File: src/rtl/bus_err_tracker_if.sv
// Request/response bus lanes observed by the error tracker, one lane per channel.
interface bus_err_tracker_if #(
    parameter int NumChannels   = 2,
    parameter int AddrWidth     = 48,
    parameter int MetaDataWidth = 1,
    parameter int ErrBits       = 3
);
    // req_valid_i/rsp_valid_i qualify their lane for exactly one cycle each; there is no
    // ready: the tracker is a passive observer and consumes every beat flagged valid.
    logic [NumChannels-1:0]               req_valid_i;
    logic [NumChannels*AddrWidth-1:0]     req_addr_i;
    logic [NumChannels*MetaDataWidth-1:0] req_meta_i;
    logic [NumChannels-1:0]               rsp_valid_i;
    logic [NumChannels-1:0]               rsp_last_i;
    logic [NumChannels*ErrBits-1:0]       rsp_err_i;

    modport master (output req_valid_i, req_addr_i, req_meta_i, rsp_valid_i, rsp_last_i, rsp_err_i);
    modport slave  (input  req_valid_i, req_addr_i, req_meta_i, rsp_valid_i, rsp_last_i, rsp_err_i);
endinterface

File: src/rtl/bus_err_tracker.sv
// Multi-channel bus error tracker: per-channel outstanding-address FIFOs and error staging,
// round-robin arbitration of staged errors into a shared error FIFO popped by software.
module bus_err_tracker #(
    parameter int AddrWidth       = 48,
    parameter int MetaDataWidth   = 1,
    parameter int ErrBits         = 3,
    parameter int NumOutstanding  = 4,
    parameter int NumStoredErrors = 4,
    parameter int NumChannels     = 2,
    parameter bit DropOldest      = 1'b0,
    parameter int CntWidth        = 16
) (
    input  logic                     clk_i,
    input  logic                     rst_i,
    bus_err_tracker_if.slave         bus,
    input  logic [ErrBits-1:0]       err_mask_i,
    input  logic                     dead_clr_i,
    input  logic                     err_pop_i,
    output logic                     err_valid_o,
    output logic [ErrBits-1:0]       err_code_o,
    output logic [AddrWidth-1:0]     err_addr_o,
    output logic [MetaDataWidth-1:0] err_meta_o,
    output logic [((NumChannels > 1) ? $clog2(NumChannels) : 1)-1:0] err_chan_o,
    output logic                     err_overflow_o,
    input  logic                     err_overflow_clr_i,
    output logic [CntWidth-1:0]      err_count_o,
    output logic [NumChannels-1:0]   chan_dead_o
);
    localparam int ChanW  = (NumChannels > 1) ? $clog2(NumChannels) : 1;
    localparam int AfPtrW = (NumOutstanding > 1) ? $clog2(NumOutstanding) : 1;
    localparam int AfCntW = $clog2(NumOutstanding + 1);
    localparam int EfPtrW = (NumStoredErrors > 1) ? $clog2(NumStoredErrors) : 1;
    localparam int EfCntW = $clog2(NumStoredErrors + 1);
    localparam logic [CntWidth:0] CntMax = {1'b0, {CntWidth{1'b1}}};

    function automatic logic [AfPtrW-1:0] af_inc(input logic [AfPtrW-1:0] p);
        return (p == AfPtrW'(NumOutstanding - 1)) ? '0 : p + AfPtrW'(1);
    endfunction

    function automatic logic [EfPtrW-1:0] ef_inc(input logic [EfPtrW-1:0] p);
        return (p == EfPtrW'(NumStoredErrors - 1)) ? '0 : p + EfPtrW'(1);
    endfunction

    logic [AddrWidth-1:0]     r_af_addr [NumChannels][NumOutstanding];
    logic [MetaDataWidth-1:0] r_af_meta [NumChannels][NumOutstanding];
    logic [AfPtrW-1:0]        r_af_wptr [NumChannels];
    logic [AfPtrW-1:0]        r_af_rptr [NumChannels];
    logic [AfCntW-1:0]        r_af_cnt  [NumChannels];
    logic [NumChannels-1:0]   r_dead;

    logic [NumChannels-1:0]   r_st_valid;
    logic [ErrBits-1:0]       r_st_code [NumChannels];
    logic [AddrWidth-1:0]     r_st_addr [NumChannels];
    logic [MetaDataWidth-1:0] r_st_meta [NumChannels];

    logic [ErrBits-1:0]       r_ef_code [NumStoredErrors];
    logic [AddrWidth-1:0]     r_ef_addr [NumStoredErrors];
    logic [MetaDataWidth-1:0] r_ef_meta [NumStoredErrors];
    logic [ChanW-1:0]         r_ef_chan [NumStoredErrors];
    logic [EfPtrW-1:0]        r_ef_wptr;
    logic [EfPtrW-1:0]        r_ef_rptr;
    logic [EfCntW-1:0]        r_ef_cnt;

    logic [ChanW-1:0]         r_rr;
    logic [CntWidth-1:0]      r_count;
    logic                     r_ovf;

    logic [NumChannels-1:0]   w_af_full, w_af_empty, w_af_push, w_af_pop, w_dead_set;
    logic [NumChannels-1:0]   w_qual, w_st_load, w_st_drop, w_gnt;
    logic [ErrBits-1:0]       w_rsp_err   [NumChannels];
    logic [AddrWidth-1:0]     w_head_addr [NumChannels];
    logic [MetaDataWidth-1:0] w_head_meta [NumChannels];
    logic                     w_ef_full, w_ef_empty, w_ef_pop, w_ef_drop, w_ef_adv, w_can_push;
    logic                     w_gnt_any, w_ovf_set;
    logic [ChanW-1:0]         w_gnt_idx;
    logic [ChanW:0]           w_cand;
    logic [CntWidth:0]        w_qual_num, w_cnt_sum;

    for (genvar c = 0; c < NumChannels; c++) begin : g_chan
        assign w_af_full[c]   = (r_af_cnt[c] == AfCntW'(NumOutstanding));
        assign w_af_empty[c]  = (r_af_cnt[c] == '0);
        assign w_af_push[c]   = bus.req_valid_i[c] & ~w_af_full[c] & ~r_dead[c];
        assign w_dead_set[c]  = bus.req_valid_i[c] & w_af_full[c];
        assign w_af_pop[c]    = bus.rsp_valid_i[c] & bus.rsp_last_i[c] & ~w_af_empty[c] & ~r_dead[c];
        assign w_rsp_err[c]   = bus.rsp_err_i[c*ErrBits +: ErrBits];
        assign w_qual[c]      = bus.rsp_valid_i[c] & (|(w_rsp_err[c] & ~err_mask_i));
        // Once tracking is lost the head no longer matches the beat, so report unknown.
        assign w_head_addr[c] = (r_dead[c] | w_af_empty[c]) ? '0 : r_af_addr[c][r_af_rptr[c]];
        assign w_head_meta[c] = (r_dead[c] | w_af_empty[c]) ? '0 : r_af_meta[c][r_af_rptr[c]];
        assign w_st_load[c]   = w_qual[c] & (~r_st_valid[c] | w_gnt[c]);
        assign w_st_drop[c]   = w_qual[c] & r_st_valid[c] & ~w_gnt[c];
    end

    always_ff @(posedge clk_i) begin
        if (rst_i || dead_clr_i) begin
            r_dead <= '0;
            for (int c = 0; c < NumChannels; c++) begin
                r_af_wptr[c] <= '0;
                r_af_rptr[c] <= '0;
                r_af_cnt[c]  <= '0;
            end
        end else begin
            for (int c = 0; c < NumChannels; c++) begin
                if (w_dead_set[c]) r_dead[c] <= 1'b1;
                if (w_af_push[c]) r_af_wptr[c] <= af_inc(r_af_wptr[c]);
                if (w_af_pop[c])  r_af_rptr[c] <= af_inc(r_af_rptr[c]);
                if (w_af_push[c] && !w_af_pop[c]) begin
                    r_af_cnt[c] <= r_af_cnt[c] + AfCntW'(1);
                end else if (!w_af_push[c] && w_af_pop[c]) begin
                    r_af_cnt[c] <= r_af_cnt[c] - AfCntW'(1);
                end
            end
        end
    end

    always_ff @(posedge clk_i) begin
        for (int c = 0; c < NumChannels; c++) begin
            if (w_af_push[c]) begin
                r_af_addr[c][r_af_wptr[c]] <= bus.req_addr_i[c*AddrWidth +: AddrWidth];
                r_af_meta[c][r_af_wptr[c]] <= bus.req_meta_i[c*MetaDataWidth +: MetaDataWidth];
            end
        end
    end

    assign w_ef_full  = (r_ef_cnt == EfCntW'(NumStoredErrors));
    assign w_ef_empty = (r_ef_cnt == '0);
    assign w_ef_pop   = err_pop_i & ~w_ef_empty;
    assign w_can_push = ~w_ef_full | err_pop_i | DropOldest;
    assign w_ef_drop  = w_gnt_any & w_ef_full & ~w_ef_pop;
    assign w_ef_adv   = w_ef_pop | w_ef_drop;

    // Round-robin search starting at r_rr; grant is withheld entirely under back-pressure.
    always_comb begin
        w_gnt_any = 1'b0;
        w_gnt_idx = '0;
        w_cand    = '0;
        for (int i = 0; i < NumChannels; i++) begin
            w_cand = {1'b0, r_rr} + (ChanW+1)'(i);
            if (w_cand >= (ChanW+1)'(NumChannels)) w_cand = w_cand - (ChanW+1)'(NumChannels);
            if (!w_gnt_any && w_can_push && r_st_valid[w_cand[ChanW-1:0]]) begin
                w_gnt_any = 1'b1;
                w_gnt_idx = w_cand[ChanW-1:0];
            end
        end
    end

    assign w_gnt = w_gnt_any ? (NumChannels'(1) << w_gnt_idx) : '0;

    always_ff @(posedge clk_i) begin
        if (rst_i) begin
            r_st_valid <= '0;
            r_rr       <= '0;
        end else begin
            for (int c = 0; c < NumChannels; c++) begin
                if (w_st_load[c])  r_st_valid[c] <= 1'b1;
                else if (w_gnt[c]) r_st_valid[c] <= 1'b0;
            end
            if (w_gnt_any) begin
                r_rr <= (w_gnt_idx == ChanW'(NumChannels - 1)) ? '0 : w_gnt_idx + ChanW'(1);
            end
        end
    end

    always_ff @(posedge clk_i) begin
        for (int c = 0; c < NumChannels; c++) begin
            if (w_st_load[c]) begin
                r_st_code[c] <= w_rsp_err[c];
                r_st_addr[c] <= w_head_addr[c];
                r_st_meta[c] <= w_head_meta[c];
            end
        end
    end

    always_ff @(posedge clk_i) begin
        if (rst_i) begin
            r_ef_wptr <= '0;
            r_ef_rptr <= '0;
            r_ef_cnt  <= '0;
        end else begin
            if (w_gnt_any) r_ef_wptr <= ef_inc(r_ef_wptr);
            if (w_ef_adv)  r_ef_rptr <= ef_inc(r_ef_rptr);
            if (w_gnt_any && !w_ef_adv)      r_ef_cnt <= r_ef_cnt + EfCntW'(1);
            else if (!w_gnt_any && w_ef_adv) r_ef_cnt <= r_ef_cnt - EfCntW'(1);
        end
    end

    always_ff @(posedge clk_i) begin
        if (w_gnt_any) begin
            r_ef_code[r_ef_wptr] <= r_st_code[w_gnt_idx];
            r_ef_addr[r_ef_wptr] <= r_st_addr[w_gnt_idx];
            r_ef_meta[r_ef_wptr] <= r_st_meta[w_gnt_idx];
            r_ef_chan[r_ef_wptr] <= w_gnt_idx;
        end
    end

    always_comb begin
        w_qual_num = '0;
        for (int c = 0; c < NumChannels; c++) begin
            w_qual_num = w_qual_num + (CntWidth+1)'(w_qual[c]);
        end
    end

    assign w_cnt_sum = {1'b0, r_count} + w_qual_num;
    assign w_ovf_set = (|w_st_drop) | w_ef_drop;

    always_ff @(posedge clk_i) begin
        if (rst_i) begin
            r_count <= '0;
            r_ovf   <= 1'b0;
        end else begin
            r_count <= (w_cnt_sum > CntMax) ? '1 : w_cnt_sum[CntWidth-1:0];
            if (w_ovf_set)               r_ovf <= 1'b1;
            else if (err_overflow_clr_i) r_ovf <= 1'b0;
        end
    end

    assign err_valid_o    = ~w_ef_empty;
    assign err_code_o     = w_ef_empty ? '0 : r_ef_code[r_ef_rptr];
    assign err_addr_o     = w_ef_empty ? '0 : r_ef_addr[r_ef_rptr];
    assign err_meta_o     = w_ef_empty ? '0 : r_ef_meta[r_ef_rptr];
    assign err_chan_o     = w_ef_empty ? '0 : r_ef_chan[r_ef_rptr];
    assign err_overflow_o = r_ovf;
    assign err_count_o    = r_count;
    assign chan_dead_o    = r_dead;
endmodule

File: src/flat_wrapper.sv
// flat-port wrapper written by rule: the top's interface ports become plain ports
module bus_err_tracker_flat 
#(
    parameter int AddrWidth       = 48,
    parameter int MetaDataWidth   = 1,
    parameter int ErrBits         = 3,
    parameter int NumOutstanding  = 4,
    parameter int NumStoredErrors = 4,
    parameter int NumChannels     = 2,
    parameter bit DropOldest      = 1'b0,
    parameter int CntWidth        = 16
)
  (clk_i, rst_i, err_mask_i, dead_clr_i, err_pop_i, err_valid_o, err_code_o, err_addr_o, err_meta_o, err_chan_o, err_overflow_o, err_overflow_clr_i, err_count_o, chan_dead_o, bus_req_valid_i, bus_req_addr_i, bus_req_meta_i, bus_rsp_valid_i, bus_rsp_last_i, bus_rsp_err_i);
  bus_err_tracker_if #(.NumChannels(NumChannels), .AddrWidth(AddrWidth), .MetaDataWidth(MetaDataWidth), .ErrBits(ErrBits)) bus_i ();
  input  logic clk_i;
  input  logic rst_i;
  input  logic [ErrBits-1:0] err_mask_i;
  input  logic dead_clr_i;
  input  logic err_pop_i;
  output logic err_valid_o;
  output logic [ErrBits-1:0] err_code_o;
  output logic [AddrWidth-1:0] err_addr_o;
  output logic [MetaDataWidth-1:0] err_meta_o;
  output logic [((NumChannels > 1) ? $clog2(NumChannels) : 1)-1:0] err_chan_o;
  output logic err_overflow_o;
  input  logic err_overflow_clr_i;
  output logic [CntWidth-1:0] err_count_o;
  output logic [NumChannels-1:0] chan_dead_o;
  input wire logic [$bits(bus_i.req_valid_i)-1:0] bus_req_valid_i;
  input wire logic [$bits(bus_i.req_addr_i)-1:0] bus_req_addr_i;
  input wire logic [$bits(bus_i.req_meta_i)-1:0] bus_req_meta_i;
  input wire logic [$bits(bus_i.rsp_valid_i)-1:0] bus_rsp_valid_i;
  input wire logic [$bits(bus_i.rsp_last_i)-1:0] bus_rsp_last_i;
  input wire logic [$bits(bus_i.rsp_err_i)-1:0] bus_rsp_err_i;
  assign bus_i.req_valid_i = bus_req_valid_i;
  assign bus_i.req_addr_i = bus_req_addr_i;
  assign bus_i.req_meta_i = bus_req_meta_i;
  assign bus_i.rsp_valid_i = bus_rsp_valid_i;
  assign bus_i.rsp_last_i = bus_rsp_last_i;
  assign bus_i.rsp_err_i = bus_rsp_err_i;
  bus_err_tracker #(.AddrWidth(AddrWidth), .MetaDataWidth(MetaDataWidth), .ErrBits(ErrBits), .NumOutstanding(NumOutstanding), .NumStoredErrors(NumStoredErrors), .NumChannels(NumChannels), .DropOldest(DropOldest), .CntWidth(CntWidth)) u_core (.clk_i(clk_i), .rst_i(rst_i), .bus(bus_i), .err_mask_i(err_mask_i), .dead_clr_i(dead_clr_i), .err_pop_i(err_pop_i), .err_valid_o(err_valid_o), .err_code_o(err_code_o), .err_addr_o(err_addr_o), .err_meta_o(err_meta_o), .err_chan_o(err_chan_o), .err_overflow_o(err_overflow_o), .err_overflow_clr_i(err_overflow_clr_i), .err_count_o(err_count_o), .chan_dead_o(chan_dead_o));
endmodule
File: config.mk
export PLATFORM = sky130hd
export DESIGN_NAME = bus_err_tracker_flat
export DESIGN_NICKNAME = d
export VERILOG_FILES = /design/src/rtl/bus_err_tracker_if.sv /design/src/rtl/bus_err_tracker.sv /design/src/flat_wrapper.sv
export SDC_FILE = /design/constraint.sdc
export NUM_CORES = 1
export LEC_CHECK = 0
export CAP_MARGIN = 20
export CORE_ASPECT_RATIO = 0.6
export CORE_UTILIZATION = 35
export DETAILED_ROUTE_END_ITERATION = 10
export PLACE_DENSITY_LB_ADDON = 0.2
export SYNTH_ARGS = -nofsm -noshare
export SYNTH_HDL_FRONTEND = slang
export SYNTH_SLANG_ARGS = --single-unit
File: constraint.sdc
create_clock -name clk_i -period 5 [get_ports clk_i]
set_input_delay 0.75 -clock clk_i [delete_from_list [all_inputs] [get_ports clk_i]]
set_output_delay 0.75 -clock clk_i [all_outputs]
set_load 0.02 [all_outputs]
# Yosys cells after proc, flatten, opt, wreduce, memory -nomap -nowiden
# Memory sizes are Yosys's and may differ from the RTL's. A register that Yosys moved wholly into a read port is not among the register bits.
# Index checks and enable logic that the tools add are counted.
dict set report totals {
  reg_bits 29
  latchBits 0
  ram_bits 722
  mem_bits_ro 0
  out_inout_bits 73
  elab_cells 257
  memories 12
}
# name words width rd rd_clocked_by_memory_dff wr line_no
set mem_list {}
lappend mem_list {u_core.r_af_addr 2 192 2 0 2 bus_err_tracker.sv:44} ;# logic [AddrWidth-1:0] r_af_addr [NumChannels][NumOutstanding];
lappend mem_list {u_core.r_ef_addr 4 48 1 1 1 bus_err_tracker.sv:57} ;# logic [AddrWidth-1:0] r_ef_addr [NumStoredErrors];
lappend mem_list {u_core.r_st_addr 2 48 1 0 2 bus_err_tracker.sv:53} ;# logic [AddrWidth-1:0] r_st_addr [NumChannels];
lappend mem_list {u_core.r_ef_code 4 3 1 1 1 bus_err_tracker.sv:56} ;# logic [ErrBits-1:0] r_ef_code [NumStoredErrors];
lappend mem_list {u_core.r_af_meta 2 4 2 0 2 bus_err_tracker.sv:45} ;# logic [MetaDataWidth-1:0] r_af_meta [NumChannels][NumOutstanding];
lappend mem_list {u_core.r_af_cnt 2 3 2 0 2 bus_err_tracker.sv:48} ;# logic [AfCntW-1:0] r_af_cnt [NumChannels];
lappend mem_list {{6 more memories} n/a n/a n/a n/a n/a n/a}
dict set report op_classes {
  n_addsub 18
  mul 0
  n_div 0
  magnitude_cmp 11
  n_eq_ne 9
  shifts 1
  mux 109
  n_bitwise 58
  n_reduce_logical 29
}
# operator count
set op_table {}
lappend op_table {{48-bit 2-to-1 mux} 9}
lappend op_table {{192-bit 2-to-1 mux} 2}
lappend op_table {{48-bit binary-select mux with 2-bit select} 2}
lappend op_table {{48-bit demux with 2-bit select} 2}
lappend op_table {{1-bit 2-to-1 mux} 61}
lappend op_table {{2-bit 2-to-1 mux} 19}
lappend op_table {{1-bit AND} 23}
lappend op_table {{3-bit 2-to-1 mux} 7}
lappend op_table {{16-bit by 17-bit adder with 17-bit output} 1}
lappend op_table {{17-bit by 16-bit > comparator with 1-bit output (second input constant)} 1}
lappend op_table {{16-bit 2-to-1 mux} 1}
lappend op_table {{1-bit bitwise OR} 15}
lappend op_table {{1-bit inverter} 13}
lappend op_table {{2-bit by 1-bit adder with 2-bit output (second input constant)} 6}
lappend op_table {{2-bit equality test (second input constant)} 6}
lappend op_table {{3-bit >= comparator (second input constant)} 4}
lappend op_table {{2-bit inverter with 3-bit output} 4}
lappend op_table {{1-bit logical AND} 11}
lappend op_table {{3-bit by 1-bit adder with 3-bit output (second input constant)} 3}
lappend op_table {{3-bit equality test (second input constant)} 3}
lappend op_table {{3-bit zero test} 3}
lappend op_table {{3-bit by 1-bit subtractor with 3-bit output (second input constant)} 3}
lappend op_table {{4-bit 2-to-1 mux} 2}
lappend op_table {{2-bit nonzero test} 4}
lappend op_table {{other kinds (17)} 30}

# Logic depth before layout (Yosys ltp)
dict set report logic_depth {
  ltp_word 17
  mapped_depth 10
}

# Worst setup path before layout
# No wires, ideal clock.
dict set report synth_timing {
  kind {input to register}
  start {input err_pop_i}
  end {memory u_core.r_st_addr[1][0] (enable)}
  arrival_time_ns 3.403
  setup_slack_ns 1.129
  path_stages 4
  path_buffers 0
  cell_sequence {nor4b_2 > a21oi_1 > nor2b_1 > nor2b_1}
}
# element line_no
set synth_rtl {}
lappend synth_rtl {{start: declaration} flat_wrapper.sv:19} ;# input logic err_pop_i;
lappend synth_rtl {{end: declaration} bus_err_tracker.sv:53}

==> run_results.csv <==
group,metric,value,unit
global_route,grt.busiest_layer,"met1",
global_route,globalRouteMet3Util,4.434,%
sta,tns,0,ns
finish,syn2layout_area_growth,19.28,%
flow_run,max_cap_violations,0,
logic_synthesis,synth_flop_cell,"edfxtp_1",
die,die_h,224.9,um
power,peakVddDrop,0.2369,mV
critical_path,crit_chain,"buf_12 -> mux4_2 -> and2_1 -> clkdlybuf4s50_1",
global_route,met2_usage,23.25,%
placed_design,gp_congestion,0.7319,
routing,dr.pass1.iters,5,
power,finalPower,0.01605,W
sta,worst_slew_pin_slew,0.9990,ns
critical_path,critical_path.max_stage_delay,0.81,ns
clocking,cts.sinks,753,
clocking,cts_buffers,75,
global_route,antenna_found_initial,20,
logic_synthesis,netlist_instances,1377,
sta,skew,0.02429,ns
finish,final_cell_mix,"722 x edfxtp_1, 190 x clkdlybuf4s50_1, 151 x mux4_2",
logic_synthesis,synth_seq_cells,753,
die,initial_utilization,35.49,%
routing,drtAntennaViolNets,0,
logic_synthesis,synth.top_cell.area_share,74.79,%
die,coreArea,0.08169,mm2
sta,final-hold-violation-count,0,
die,num_rows,81,
sta,timing.hold.ws,0.4984,ns
finish,finalInstanceArea,0.03458,mm2
finish,drive_above_1_share,21.59,%
critical_path,end_kind,"output port",
critical_path,critical_path.max_fanout,31,
sta,max_freq,0.2566,GHz
die,dieArea,0.08402,mm2
global_route,grt_pass1_wl,96.80,mm
routing,viasPerCell,4.915,
critical_path,cp.buffers_inverters,2,
sta,setup_viol,0,
clocking,root_buffer,"clkbuf_16",
global_route,track_usage,16.07,%
critical_path,cp.required,4.25,ns
sta,post-route-min-period,3.896,ns
worst_hold_path,hp-class,"flip-flop to flip-flop",
logic_synthesis,async_flop_share,0,%
logic_synthesis,synth_area,0.02899,mm2
clocking,hold_buffers,0,
die,io_pins,191,
placed_design,dp_hpwl,40.74,mm
sta,slew_headroom,33.40,%
sta,period_share,77.93,%
critical_path,path_class,"flip-flop to output port",
clocking,clock_latency,0.63,ns
die,die_width,373.5,um
placed_design,place_area,0.03222,mm2
global_route,grt_max_degree,55,
logic_synthesis,syn_avg_cell_area,21.05,um2
placed_design,io_buffers,190,
finish,layout_commonest_cell,"edfxtp_1",
logic_synthesis,synth_fp_nets,1520,
routing,routed_wl,67.07,mm
global_route,overflow,0,
logic_synthesis,synth_cell_type_count,49,
finish,final_nets,1756,
critical_path,cpMaxStageDelayCell,"dfxtp_4",
critical_path,cp.arrival,3.15,ns
sta,drv_slew,0,
global_route,first_global_vias,14071,
clocking,clk_pin_slew,0.06,ns
clocking,cts_max_path_buffers,3,
logic_synthesis,seq_area_frac_synth,76.93,%
global_route,met1_usage,23.98,%
critical_path,worst_setup_path_start_kind,"flip-flop",
logic_synthesis,ys_warn_count,0,
clocking,cts_resized,0,
outcome,status,"finished clean",
clocking,postCtsSetupRepairBufs,0,
logic_synthesis,synth.area.top_cells,"edfxtp_1 75%, mux4_2 12%, nor2b_1 2.4%",
logic_synthesis,synth_area_leader_cell,"edfxtp_1",
routing,via_count,13526,
routing,post_drt_wl_per_cell,24.37,um
routing,drc,0,
routing,drt_iter0_drc,1185,
clocking,cts_max_level,3,
clocking,tritoncts,"built",
power,p_leak,10.99,nW
critical_path,cp_top_family,"buffers and inverters",
power,p_per_area,464.1,mW/mm2
logic_synthesis,synth_edf_count,722,
sta,rsz0062_at_grt,"false",
tightest hold or removal path, cell delays in order, from the launching register on:
cell and delay (ns):
dfxtp_1 0.32, nand2_1 0.06, a21oi_1 0.07
power breakdown:
group          internal (W)  switching [W]  total [W]
Clock               0.00305        0.00236    0.00541
Sequential          0.00744       0.000214    0.00765
Combinational       0.00135        0.00163    0.00298
Total                0.0118        0.00420     0.0160
registers in the layout, indices dropped and copies added, names as in the netlist, named ones only:
register,count
u_core.r_af_addr,384
u_core.r_ef_addr,192
u_core.r_st_addr,96
u_core.err_count_o,16
u_core.r_ef_code,12
u_core.r_af_meta,8
u_core.r_af_cnt,6
u_core.r_st_code,6
u_core.r_af_rptr,4
u_core.r_af_wptr,4
u_core.r_ef_chan,4
u_core.r_ef_meta,4
u_core.r_ef_cnt,3
u_core.chan_dead_o,2
u_core.r_ef_rptr,2
u_core.r_ef_wptr,2
u_core.r_st_meta,2
u_core.r_st_valid,2
u_core.err_overflow_o,1
u_core.r_rr,1
Yosys cell counts, types with 5 or more instances:
cell type  number
nor3_1         10
mux4_2        151
buf_1           6
xnor2_1         7
clkbuf_1       27
buf_2          21
nor2b_1       109
o21ai_0         8
nor3b_1         5
nor2_1         23
buf_6           6
nand3_1         9
dfxtp_1        31
inv_1          17
edfxtp_1      722
nand2_1        11
and2_1         65
ha_1           22
mux2_2         52
a21oi_1        21
xor2_1          8
final cells by class:
type                    count  area (um2)
flip-flops and latches    753       22310
inverters                  17       63.81
diodes                      1       2.502
well taps                1079        1350
multi-input cells         547        6360
fillers                  7116       47110
clock buffers              95        1952
clock inverters            41       397.9
repair buffers            219        2145
cells by family (layout without fill, tap and decap cells):
logic type      after synthesis  in the layout  share of synthesized area, %
other cells                   0              1                             0
buf+inv                      77            372                         1.243
flops                       753            753                         76.93
mux                         206            206                         13.85
compound gates               44             44                        0.9193
fa+ha+maj                    25             25                         1.157
xor+xnor                     15             15                        0.4532
simple gates                257            257                         5.443
metrics by stage:
| step | worst slack (ns) | util, % | cells |
|---|---|---|---|
| floorplan | 1.129 | - | 1377 |
| global route | 0.8896 | 42.33 | 2751 |
| CTS | 0.9772 | 42.33 | 2751 |
| global placement | 1.240 | 39.45 | 2615 |
| finish | 1.104 | 42.33 | 2752 |
| detailed placement | 1.188 | 39.45 | 2615 |
routing by layer:
metal | vias up | routed length [um]
met5 | - | 182
met4 | 28 | 1088
met3 | 110 | 4017
met2 | 284 | 29060
met1 | 7116 | 32710
li1 | 5988 | -
path summary, 6_finish.rpt:
| kind | to | start | cells past startpoint | slack (ns) |
|---|---|---|---|---|
| setup / recovery | err_addr_o[22] | flip-flop | 4 | 1.10 |
| hold / removal | flip-flop | u_core.r_ef_rptr[1] | 2 | 0.50 |
| setup reg to reg | u_core.r_ef_cnt[2] | u_core.r_ef_cnt[0] | 8 | 2.19 |
| hold reg to reg | flip-flop | u_core.r_ef_rptr[1] | 2 | 0.50 |
(Power assumes the default switching activity.)
